===== src/rtl/dl_mem_arbiter.sv =====
// rtl/dl_mem_arbiter.sv - download/core arbiter for one external memory request port
//
// Download writes (ioctl_*) are buffered in a small FIFO and have strict
// priority. The core requester is serviced only when no download is active
// and the FIFO is empty.
// Ports:
//   clk_memory, reset_n          clock, async active-low reset
//   ioctl_download/wr/addr/data  download write stream
//   core_req/we/addr/wdata       core request (held until core_ack)
//   core_ack, core_rdata         core completion pulse and read data
//   mem_req/we/addr/wdata        memory request (held until mem_ack)
//   mem_rdata, mem_ack           memory response
//   dl_busy, dl_done             download activity / retirement pulse
//   fifo_overflow                sticky dropped-write flag
module dl_mem_arbiter #(
    parameter int AW         = 27,
    parameter int DW         = 16,
    parameter int FIFO_DEPTH = 8
) (
    input  logic          clk_memory,
    input  logic          reset_n,
    input  logic          ioctl_download,
    input  logic          ioctl_wr,
    input  logic [AW-1:0] ioctl_addr,
    input  logic [DW-1:0] ioctl_data,
    input  logic          core_req,
    input  logic          core_we,
    input  logic [AW-1:0] core_addr,
    input  logic [DW-1:0] core_wdata,
    output logic          core_ack,
    output logic [DW-1:0] core_rdata,
    output logic          mem_req,
    output logic          mem_we,
    output logic [AW-1:0] mem_addr,
    output logic [DW-1:0] mem_wdata,
    input  logic [DW-1:0] mem_rdata,
    input  logic          mem_ack,
    output logic          dl_busy,
    output logic          dl_done,
    output logic          fifo_overflow
);

    localparam int PW = $clog2(FIFO_DEPTH);
    localparam int CW = PW + 1;

    typedef enum logic [1:0] {
        ST_IDLE,
        ST_DL_ISSUE,
        ST_CORE_ISSUE
    } state_t;

    state_t state_q, state_d;

    logic [AW+DW-1:0] fifo_mem [FIFO_DEPTH];
    logic [PW-1:0]    wr_ptr_q, rd_ptr_q;
    logic [CW-1:0]    count_q, count_d;
    logic             fifo_empty, fifo_full;
    logic             fifo_push, fifo_pop, fifo_drop;
    logic [AW-1:0]    head_addr;
    logic [DW-1:0]    head_data;

    logic          mem_req_q, mem_req_d;
    logic          mem_we_q, mem_we_d;
    logic [AW-1:0] mem_addr_q, mem_addr_d;
    logic [DW-1:0] mem_wdata_q, mem_wdata_d;
    logic          core_ack_q, core_ack_d;
    logic [DW-1:0] core_rdata_q, core_rdata_d;
    logic          dl_seen_q, dl_seen_d;
    logic          dl_done_q, dl_done_d;
    logic          overflow_q, overflow_d;
    logic          dl_prev_q;
    logic          dl_rise;

    assign fifo_empty = (count_q == '0);
    assign fifo_full  = (count_q == CW'(FIFO_DEPTH));
    assign fifo_pop   = (state_q == ST_IDLE) && !fifo_empty;
    // A pop in the same cycle frees the slot, so a write into a full FIFO still lands.
    assign fifo_push  = ioctl_wr && (!fifo_full || fifo_pop);
    assign fifo_drop  = ioctl_wr && fifo_full && !fifo_pop;
    assign head_addr  = fifo_mem[rd_ptr_q][AW+DW-1:DW];
    assign head_data  = fifo_mem[rd_ptr_q][DW-1:0];
    assign dl_rise    = ioctl_download && !dl_prev_q;

    always_comb begin
        count_d = count_q;
        case ({fifo_push, fifo_pop})
            2'b10:   count_d = count_q + CW'(1);
            2'b01:   count_d = count_q - CW'(1);
            default: count_d = count_q;
        endcase
    end

    // Storage needs no reset; occupancy is tracked by the pointers and count.
    always_ff @(posedge clk_memory) begin
        if (fifo_push) begin
            fifo_mem[wr_ptr_q] <= {ioctl_addr, ioctl_data};
        end
    end

    always_comb begin
        state_d      = state_q;
        mem_req_d    = mem_req_q;
        mem_we_d     = mem_we_q;
        mem_addr_d   = mem_addr_q;
        mem_wdata_d  = mem_wdata_q;
        core_rdata_d = core_rdata_q;
        core_ack_d   = 1'b0;
        case (state_q)
            ST_IDLE: begin
                if (!fifo_empty) begin
                    mem_addr_d  = head_addr;
                    mem_wdata_d = head_data;
                    mem_we_d    = 1'b1;
                    mem_req_d   = 1'b1;
                    state_d     = ST_DL_ISSUE;
                // core_req is still high in the cycle core_ack pulses; skipping
                // that cycle keeps a finished request from being issued twice.
                end else if (!ioctl_download && core_req && !core_ack_q) begin
                    mem_addr_d  = core_addr;
                    mem_wdata_d = core_wdata;
                    mem_we_d    = core_we;
                    mem_req_d   = 1'b1;
                    state_d     = ST_CORE_ISSUE;
                end
            end
            ST_DL_ISSUE: begin
                if (mem_ack) begin
                    mem_req_d = 1'b0;
                    mem_we_d  = 1'b0;
                    state_d   = ST_IDLE;
                end
            end
            ST_CORE_ISSUE: begin
                if (mem_ack) begin
                    if (!mem_we_q) begin
                        core_rdata_d = mem_rdata;
                    end
                    core_ack_d = 1'b1;
                    mem_req_d  = 1'b0;
                    mem_we_d   = 1'b0;
                    state_d    = ST_IDLE;
                end
            end
            default: state_d = ST_IDLE;
        endcase

        dl_done_d  = dl_seen_q && !ioctl_download && fifo_empty && (state_q == ST_IDLE);
        dl_seen_d  = ioctl_download || (dl_seen_q && !dl_done_d);
        overflow_d = (dl_rise ? 1'b0 : overflow_q) || fifo_drop;
    end

    always_ff @(posedge clk_memory or negedge reset_n) begin
        if (!reset_n) begin
            state_q      <= ST_IDLE;
            wr_ptr_q     <= '0;
            rd_ptr_q     <= '0;
            count_q      <= '0;
            mem_req_q    <= 1'b0;
            mem_we_q     <= 1'b0;
            mem_addr_q   <= '0;
            mem_wdata_q  <= '0;
            core_ack_q   <= 1'b0;
            core_rdata_q <= '0;
            dl_seen_q    <= 1'b0;
            dl_done_q    <= 1'b0;
            overflow_q   <= 1'b0;
            dl_prev_q    <= 1'b0;
        end else begin
            state_q      <= state_d;
            if (fifo_push) wr_ptr_q <= wr_ptr_q + PW'(1);
            if (fifo_pop)  rd_ptr_q <= rd_ptr_q + PW'(1);
            count_q      <= count_d;
            mem_req_q    <= mem_req_d;
            mem_we_q     <= mem_we_d;
            mem_addr_q   <= mem_addr_d;
            mem_wdata_q  <= mem_wdata_d;
            core_ack_q   <= core_ack_d;
            core_rdata_q <= core_rdata_d;
            dl_seen_q    <= dl_seen_d;
            dl_done_q    <= dl_done_d;
            overflow_q   <= overflow_d;
            dl_prev_q    <= ioctl_download;
        end
    end

    assign mem_req       = mem_req_q;
    assign mem_we        = mem_we_q;
    assign mem_addr      = mem_addr_q;
    assign mem_wdata     = mem_wdata_q;
    assign core_ack      = core_ack_q;
    assign core_rdata    = core_rdata_q;
    assign dl_done       = dl_done_q;
    assign fifo_overflow = overflow_q;
    assign dl_busy       = ioctl_download || !fifo_empty || (state_q == ST_DL_ISSUE);

endmodule


===== config.mk =====
export PLATFORM = sky130hd
export DESIGN_NAME = dl_mem_arbiter
export DESIGN_NICKNAME = d
export VERILOG_FILES = /design/src/rtl/dl_mem_arbiter.sv
export SDC_FILE = /design/constraint.sdc
export NUM_CORES = 1
export LEC_CHECK = 0
export ABC_AREA = 1
export CAP_MARGIN = 20
export CORE_ASPECT_RATIO = 0.7
export CORE_MARGIN = 5
export CORE_UTILIZATION = 55
export DETAILED_ROUTE_END_ITERATION = 8
export GPL_ROUTABILITY_DRIVEN = 1
export GPL_TIMING_DRIVEN = 0
export HOLD_SLACK_MARGIN = 0.1
export MAX_ROUTING_LAYER = met4
export PLACE_DENSITY = 0.78
export SLEW_MARGIN = 0
export SYNTH_ARGS = -nofsm -noshare
export SYNTH_HDL_FRONTEND = slang
export SYNTH_SLANG_ARGS = --single-unit
export TNS_END_PERCENT = 1

===== constraint.sdc =====
create_clock -name clk_memory -period 6.2 [get_ports clk_memory]
set_clock_uncertainty 0.05 [all_clocks]
set_input_delay 0.62 -clock clk_memory [delete_from_list [all_inputs] [get_ports clk_memory]]
set_output_delay 0.62 -clock clk_memory [all_outputs]
set_load 0.02 [all_outputs]

Word-level counts from Yosys, hierarchy flattened
Memories as Yosys holds them, arrays and structs flattened.
Index checks and enable logic that the tools add are counted.
{ "word_totals": {"output_inout_bits": 65, "memories": 1, "mem_bits_rw": 344, "elab_cells": 81, "reg_bits": 78} }
{ "classes": {"n_eq_ne": 8, "n_mux": 21, "n_bitwise": 1, "add_sub_neg": 4, "n_reduce_logical": 32} }
{ "memory_table": {"columns": ["name", "words", "width", "read_ports", "rd_ports_with_merged_regs", "write_ports", "line", "rtl"], "rows": [
  ["fifo_mem", 8, 43, 1, 0, 1, "54", "logic [AW+DW-1:0] fifo_mem [FIFO_DEPTH];"]
]} }
{ "ops": {"columns": ["cell", "count"], "rows": [
  ["2-to-1 mux 27 bit", 2],
  ["2-to-1 mux 16 bit", 2],
  ["logical AND 1 bit", 11],
  ["2-to-1 mux 1 bit", 10],
  ["one-hot mux 4 bit (2 select lines)", 1],
  ["logical NOT 1 bit", 7],
  ["adder 3 x 1 -> 3 bit, second input constant", 2],
  ["2-to-1 mux 2 bit", 3],
  ["AND reduction 3 bit", 2],
  ["logical OR 1 bit", 5],
  ["adder 4 x 1 -> 4 bit, second input constant", 1],
  ["equality test 2 x 1 -> 1 bit, second input constant", 2],
  ["equality test 2 bit, second input constant", 2],
  ["equality test 4 bit, second input constant", 1],
  ["logical NOT 4 bit", 1],
  ["inequality test 2 x 1 -> 1 bit, second input constant", 2],
  ["one-hot mux 1 bit (2 select lines)", 2],
  ["one-hot mux 2 bit (2 select lines)", 1],
  ["AND reduction 2 bit", 2],
  ["nonzero test 2 bit", 2],
  ["subtractor 4 x 1 -> 4 bit, second input constant", 1],
  ["inequality test 3 x 2 -> 1 bit, second input constant", 1],
  ["logical NOT 2 bit", 1],
  ["OR reduction 2 bit", 1],
  ["NOT 1 bit", 1]
]} }

Logic depth before layout (Yosys ltp)
Gate-level depths: netlist of run 1.
{ "logic_depth": {"ltp_word": 7, "ltp_mapped": 15, "depth_no_buf": 14} }

Worst setup path before layout of run 1
No wires, ideal clock.
{ "synth_path": {"path_kind": "register -> register", "startpoint": "register state_q[0]", "endpoint": "memory fifo_mem[0][0] (netlist bit), enable pin", "synth_period_minus_slack_ns": 3.618, "slack_ns": 2.582, "arrival_ns": 3.125, "t_required_ns": 5.707, "path_buffers": 0, "stages_incl_launch_ff": 8, "cell_sequence": "dfrtp_1 > inv_1 > ha_1 > inv_1 > nand4_1 > nand2_1 > or2_2 > nor2_1"} }
{ "synth_via": {"elab_chain_len": 6} }
{ "synth_lines": {"columns": ["element", "line", "rtl"], "rows": [
  ["start: declaration", "52", "state_t state_q, state_d;"],
  ["start signal: assignment", "169", "state_q <= state_d;"],
  ["logical NOT 2 bit", "76", "assign fifo_pop = (state_q == ST_IDLE) && !fifo_empty;"],
  ["logical AND 1 bit", "76", null],
  ["logical OR 1 bit", "78", "assign fifo_push = ioctl_wr && (!fifo_full || fifo_pop);"],
  ["logical AND 1 bit", "78", null],
  ["2-to-1 mux 1 bit", "95", "if (fifo_push) begin"],
  ["2-to-1 mux 1 bit (implied by the code)", "96", "fifo_mem[wr_ptr_q] <= {ioctl_addr, ioctl_data};"],
  ["end: declaration", "54", null]
]} }
Every way passes these cells.

Worst setup path in the final report of run 1
{ "layout_path": {"startpoint": "register state_q[0]", "endpoint": "memory fifo_mem[7][5] (netlist bit), enable pin"} }
Same word-level chain as after synthesis.

==> impl_results.md, run 1 <==
- Status: finished, final reports clean
- #FFs+latches synth: 422
- Worst-margin pin slew: approximately 900 ps
- Portion of netlist area occupied by mux cells: roughly 1.1%
- Met2 GRT Util: 40.02%
- Gr usage total: a little over a quarter
- Drt pass-1 iters: 5
- Crit path launch type: flip-flop
- Compound-cell area share of the yosys netlist: 0.7413%
- Mapped Cells: between 1.5k and 2k
- Commonest cells after routing, fill and taps aside: 494 x nand2_1, 344 x edfxtp_1, 305 x nand3_1
- Distinct cell type count after synthesis: 23
- Initial core utilization: 56.25%
- Htree depth: 2
- First-pass GRT wire length: approximately 69000 um
- Pleak: 8.119 nW
- Crit path arrival time: 3190 ps
- Synth Cell Area: 0.01705 mm2
- IO Count: 174
- Port bufs: 173
- CTS tree: built
- Sum Neg Setup Slack: 0 ps
- Avg Cell Area, Syn: 11.35 um2
- Cell Area, Placed: 0.01953 mm2
- Part of the Yosys area used for sequential elements: 72.04%
- CP Class: flip-flop to flip-flop
- RSZ-0062 raised after global routing: no
- Clock Latency Late Sink: 560 ps
- Fin nets: between 1.5k and 2k
- Non-Filler Cell Area, Final: 0.02083 mm2
- Synth Area in XOR/XNOR: less than 1%
- Die area: 0.03467 mm2
- GP Congestion: 0.8296
- Starting DRT DRC Count: 1522
- Vias in the first global route: 12.06k
- Drt drc: 0
- Core ar.: 0.03031 mm2
- Max Slew Vio Count: 0
- Fmax: roughly 330 MHz
- Inst Count DP: roughly 2.1k
- Pin count of the biggest net entering global routing: slightly above 40
- Share of cells above drive strength 1: under 10%
- Syn_nets: 1618
- Detail Route Antenna Nets: 0
- Post-Synth Adder-Cell Area: 0.5138%
- Num CTS Buffers: 39
- Clk sinks: 422
- Total wire length: around 46000 um
- Total power draw: 10.46 mW
- Total grt overflow: 0
- Initial antenna violation count: 4
- Ys Warns: 0
- Postcts setup bufs: 0
- Hpwl dp: 29740 um
- HP Class: flip-flop to flip-flop
- Period utilization: 48.55%
- Setup slack after layout: 3190 ps
- Data required, critical path: 6380 ps
- Clock Tree Root: clkbuf_16
- Min Tclk post-route: between 3000 and 4000 ps
- Simple logic cell fraction of the synthesized area: between 20 and 25%
- Area leader, netlist: edfxtp_1
- Met3 usage: approximately 7.2%
- Final hold vios: 0
- Synth area leaders: edfxtp_1 61%, dfrtp_1 11%, nand2_1 11%, nand3_1 9.0%, nor2_1 2.1%
- Largest family of logic cells by synthesized area: simple AND/OR/NAND/NOR gates
- Clock Pin Slew Worst Setup and Hold Paths: about 70 ps
- GR Util met1: 37.14%
- Most Used Layer, Global Route: met2
- Cell Count, Final, Fillers Out: roughly 2.2k
- Via count: 12.32k
- Top-area cell type share of the netlist area: about three fifths
- Maximum clock insertion buffer count: 3
- CP Max Fanout: 24
- Final setup fails: 0
- Rows: 53
- Commonest non-fill, non-tap cell in the layout: nand2_1
- IR drop worst, VDD: about 290 uV
- Die X: approximately 220 um
- Worst Setup End Kind: flip-flop
- DR WL/cell: between 20 and 25 um
- Max cap viols: 0
- Via/cell ratio: 5.676
- Power Density: 501.9 mW/mm2
- Rel. slew slack: 39.99%
- Setup WS pre-CTS: 3108 ps
- Die Y: 157.3 um
- Layout Area Growth over Synthesis: 22.20%
## cell type report
type | instances | area, um2
multi-input cells | 958 | 4315
clock inverters | 15 | 145.1
plain buffers | 86 | 375.4
fillers | 2089 | 9473
inverters | 36 | 135.1
repair buffers | 183 | 1919
flip-flops and latches | 422 | 12280
diodes | 4 | 10.01
clock buffers | 54 | 1135
well taps | 412 | 515.5
## report_power, final
| part | internal, mW | switching, mW |
|---|---|---|
| Combinational | 1.34 | 2.81 |
| Sequential | 3.67 | 0.216 |
| Clock | 1.40 | 1.02 |
## layer usage
| metal | vias up | wire length (um) |
|---|---|---|
| li1 | 5604 | - |
| met1 | 5901 | 18110 |
| met2 | 718 | 20750 |
| met3 | 94 | 5595 |
| met4 | 0 | 1301 |
| met5 | - | 0 |
## cell families after synthesis
kind of cell | after synthesis
DFF | 422
adders and majority gates | 7
xor gates and xnor gates | 4
buffers and inverters | 122
muxes | 16
and+or+nand+nor | 908
AOI/OAI and AO/OA | 23
## final timing paths
| kind | start | to | slack, ps | depth (start not counted) |
|---|---|---|---|---|
| max reg2reg | state_q[0] | fifo_mem[7][5] | 3190 | 9 |
| min | mem_wdata[10] | mem_wdata[10] | 430 | 2 |
| max | state_q[0] | fifo_mem[7][5] | 3190 | 9 |
| min in group asynchronous | reset_n | mem_wdata[9] | 560 | 2 |
| min reg2reg | mem_wdata[10] | mem_wdata[10] | 430 | 2 |
| max in group asynchronous | reset_n | mem_addr[26] | 4890 | 3 |
## through the flow
step                hold slack [ps]  utilization (%)
floorplan                     274.4                -
global placement              414.4            63.67
detailed placement            417.4            64.45
CTS                           436.4            68.71
global route                  456.0            68.74
finish                        430.1            68.74
## cells in the mapped netlist
cell type,number
inv_1,33
nor2_4,1
nand2_1,494
xor2_1,4
inv_2,1
mux2_2,16
buf_2,42
nor2_1,96
or2_2,8
ha_1,7
nand3_1,305
clkinv_1,2
nor3_1,1
edfxtp_1,344
clkbuf_1,43
dfrtp_1,78
a21oi_1,10
nor4_1,1
o21ai_4,1
nand2_2,1
nand4_1,1
buf_1,1
o21ai_0,12
## worst max-delay path, cell delays in order (launching register included)
cell and delay, ps:
dfrtp_1 400, inv_1 110, ha_1 290, inv_1 140, nand4_1 140, nand2_1 120
inv_1 130, nand2_1 260, nor2_4 720, buf_12 300
## what timing repair did
item                                   4_1_cts  5_1_grt
endpoints found under the hold margin       39        0
hold buffers                                 1        0
gates resized for setup                      0        0
## state kept, by name, summed over array words and instances (netlist names), 2 cells and up
name,count
core_rdata,16
count_q,4
fifo_mem,344
mem_addr,27
mem_wdata,16
rd_ptr_q,3
state_q,2
wr_ptr_q,3
Power figures use the tool's default switching activity.
==> run 2, diff against run 1 <==
==> constraint.sdc (replaced) <==
create_clock -name clk_memory -period 3 [get_ports clk_memory]
set_clock_uncertainty 0.05 [all_clocks]
set_input_delay 0.3 -clock clk_memory [delete_from_list [all_inputs] [get_ports clk_memory]]
set_output_delay 0.3 -clock clk_memory [all_outputs]
set_load 0.02 [all_outputs]
==> run 2 against run 1 <==
Net effect: via count rose by 0.23%; die area did not move; worst setup slack got worse by 3000 ps; critical endpoint is now fifo_mem[6][5]; critical path depth fell by 1.
==> impl_results.md, run 2 (synthesis gave the netlist of run 1 again) <==
- Status: finished, final reports clean
- Int Pwr: 13.26 mW
- Max cap viols: 0
- Die X: ~220 um
- Die area: 0.03467 mm2
- Clock Latency Late Sink: 550 ps
- Pleak: just over 8 nW
- Detail Route Antenna Nets: 0
- Worst hold slack: 237.2 ps
- Met2 wire length: 20540 um
- IO Count: between 150 and 200
- Max FFs per register: 344
- Hpwl dp: 29740 um
- Final hold vios: 0
- CP Max Fanout: 22
- Period utilization: ~95%
- Sw power: 8.374 mW
- Rel. slew slack: ~41%
- Clock Tree Root: clkbuf_16
- Pin count of the biggest net entering global routing: 41
- Crit path arrival time: approximately 3000 ps
- M1 wire length: between 15000 and 20000 um
- IR drop worst, VDD: 596.0 uV
- Clock Pin Slew Worst Setup and Hold Paths: 70 ps
- Final setup fails: 0
- CTS tree: built
- DR WL/cell: 21.13 um
- Core ar.: 0.03031 mm2
- Layout Area Growth over Synthesis: 22.25%
- Num CTS Buffers: 39
- Total grt overflow: 0
- Worst path slowest cell: nor2_4
- CP Class: flip-flop to flip-flop
- Crit path launch type: flip-flop
- Die Y: 157.3 um
- Fin nets: between 1.5k and 2k
- Largest stage delay on the critical path: 690 ps
- GP Congestion: between 0.8 and 0.9
- Data required, critical path: 3180 ps
- Cell Count, Final, Fillers Out: roughly 2.2k
- Port bufs: between 150 and 200
- Clk sinks: 422
- Total wire length: 45860 um
- Share of cells above drive strength 1: 8.210%
- Reg2Reg Setup Slack: 160 ps
- Min Tclk post-route: 2842 ps
- CP cell instances: inv_1 > ha_2 > inv_1 > nand4_1 > nand2_1 > or2_4 > nor2_4 > buf_12
- DR top layer: met4
- Maximum clock insertion buffer count: 3
- HP Class: input port to async pin
- Worst Setup End Kind: flip-flop
- First-pass GRT wire length: 69130 um
- Clock power share: a little under a quarter
- Register area: 0.01228 mm2
- Commonest cells after routing, fill and taps aside: 493 x nand2_1, 344 x edfxtp_1, 305 x nand3_1
- Fmax: 351.9 MHz
- Power Density: 1038 mW/mm2
- Multi-input logic area: 0.004323 mm2
- # fillers: 2087
- RSZ-0062 raised after global routing: no
- Vias in the first global route: 12.06k
- Rows: 53
- Htree depth: 2
- Starting DRT DRC Count: 1567
- Initial antenna violation count: 4
- Inst Count DP: 2096
- Most common cell on crit path: inv_1
- Drt drc: 0
- Sw Share: 38.71%
- Most flops, register: fifo_mem
- Initial core utilization: 56.25%
- Flop pwr share: 37.1%
- Max Slew Vio Count: 0
- Via/cell ratio: 5.689
- Drt pass-1 iters: 6
- Comb power frac: ~40%
- Via count: 12.35k
- Gr usage total: around 27%
- Worst-margin pin slew: slightly below 900 ps
- Commonest non-fill, non-tap cell in the layout: nand2_1
- WL met3: 5444 um
[run 2: area by class of cell]
cell class	count	area share [%]
clock inverters	15	0.6964
flip-flops and latches	422	58.93
clock buffers	54	5.445
diodes	4	0.04803
multi-input cells	958	20.74
inverters	36	0.6484
well taps	412	2.474
plain buffers	86	1.801
repair buffers	183	9.210
[run 2: path summary, 6_finish.rpt]
check                                 end  cells past startpoint          start
max in group asynchronous    mem_addr[26]                      3        reset_n
hold reg to reg             mem_wdata[10]                      2  mem_wdata[10]
setup / recovery           fifo_mem[6][5]                      8     state_q[0]
min in group clk_memory          core_ack                      3        mem_ack
hold / removal               mem_wdata[9]                      2        reset_n
setup reg to reg           fifo_mem[6][5]                      8     state_q[0]
[run 2: routing by layer]
layer	track usage [%]	vias to the layer above
li1	-	5602
met1	37.14	5929
met2	40.02	707
met3	7.172	107
met4	9.801	0
met5	-	-
[run 2: metrics by stage]
stage	power (mW)	cell area [um2]	utilization, %	setup TNS, ps	setup slack (ps)
6_report	21.63	20840	68.77	0	158.1
5_1_grt	22.75	20840	68.77	0	23.33
4_1_cts	21.58	20820	68.71	0	15.76
3_5_place_dp	16.56	19530	64.45	0	47.32
3_3_place_gp	16.21	19290	63.67	-894270	-2469
2_1_floorplan	13.06	17050	-	-189510	-618.1
[run 2: power by group through the flow]
| stage | registers [mW] | logic (mW) | clock network (mW) |
|---|---|---|---|
| floorplan | 8.60 | 4.46 | 0 |
| global placement | 8.17 | 8.04 | 0 |
| detailed placement | 8.13 | 8.43 | 0 |
| CTS | 8.02 | 8.52 | 5.04 |
| global route | 8.12 | 9.37 | 5.26 |
| finish | 8.03 | 8.60 | 5.01 |
[run 2: what timing repair did]
action	4_1_cts	5_1_grt
setup endpoints to repair	0	187
hold buffers	1	0
setup buffers	0	0
endpoints found under the hold margin	39	0
gates resized for setup	0	3
[run 2: worst max-delay path, delay by kind of cell, from the launching register on]
family                   cells  cell delay (ps)
adder cells (fa/ha/maj)      1              260
AND/OR/NAND/NOR              4             1270
flip-flops                   1              400
buffers and inverters        3              510
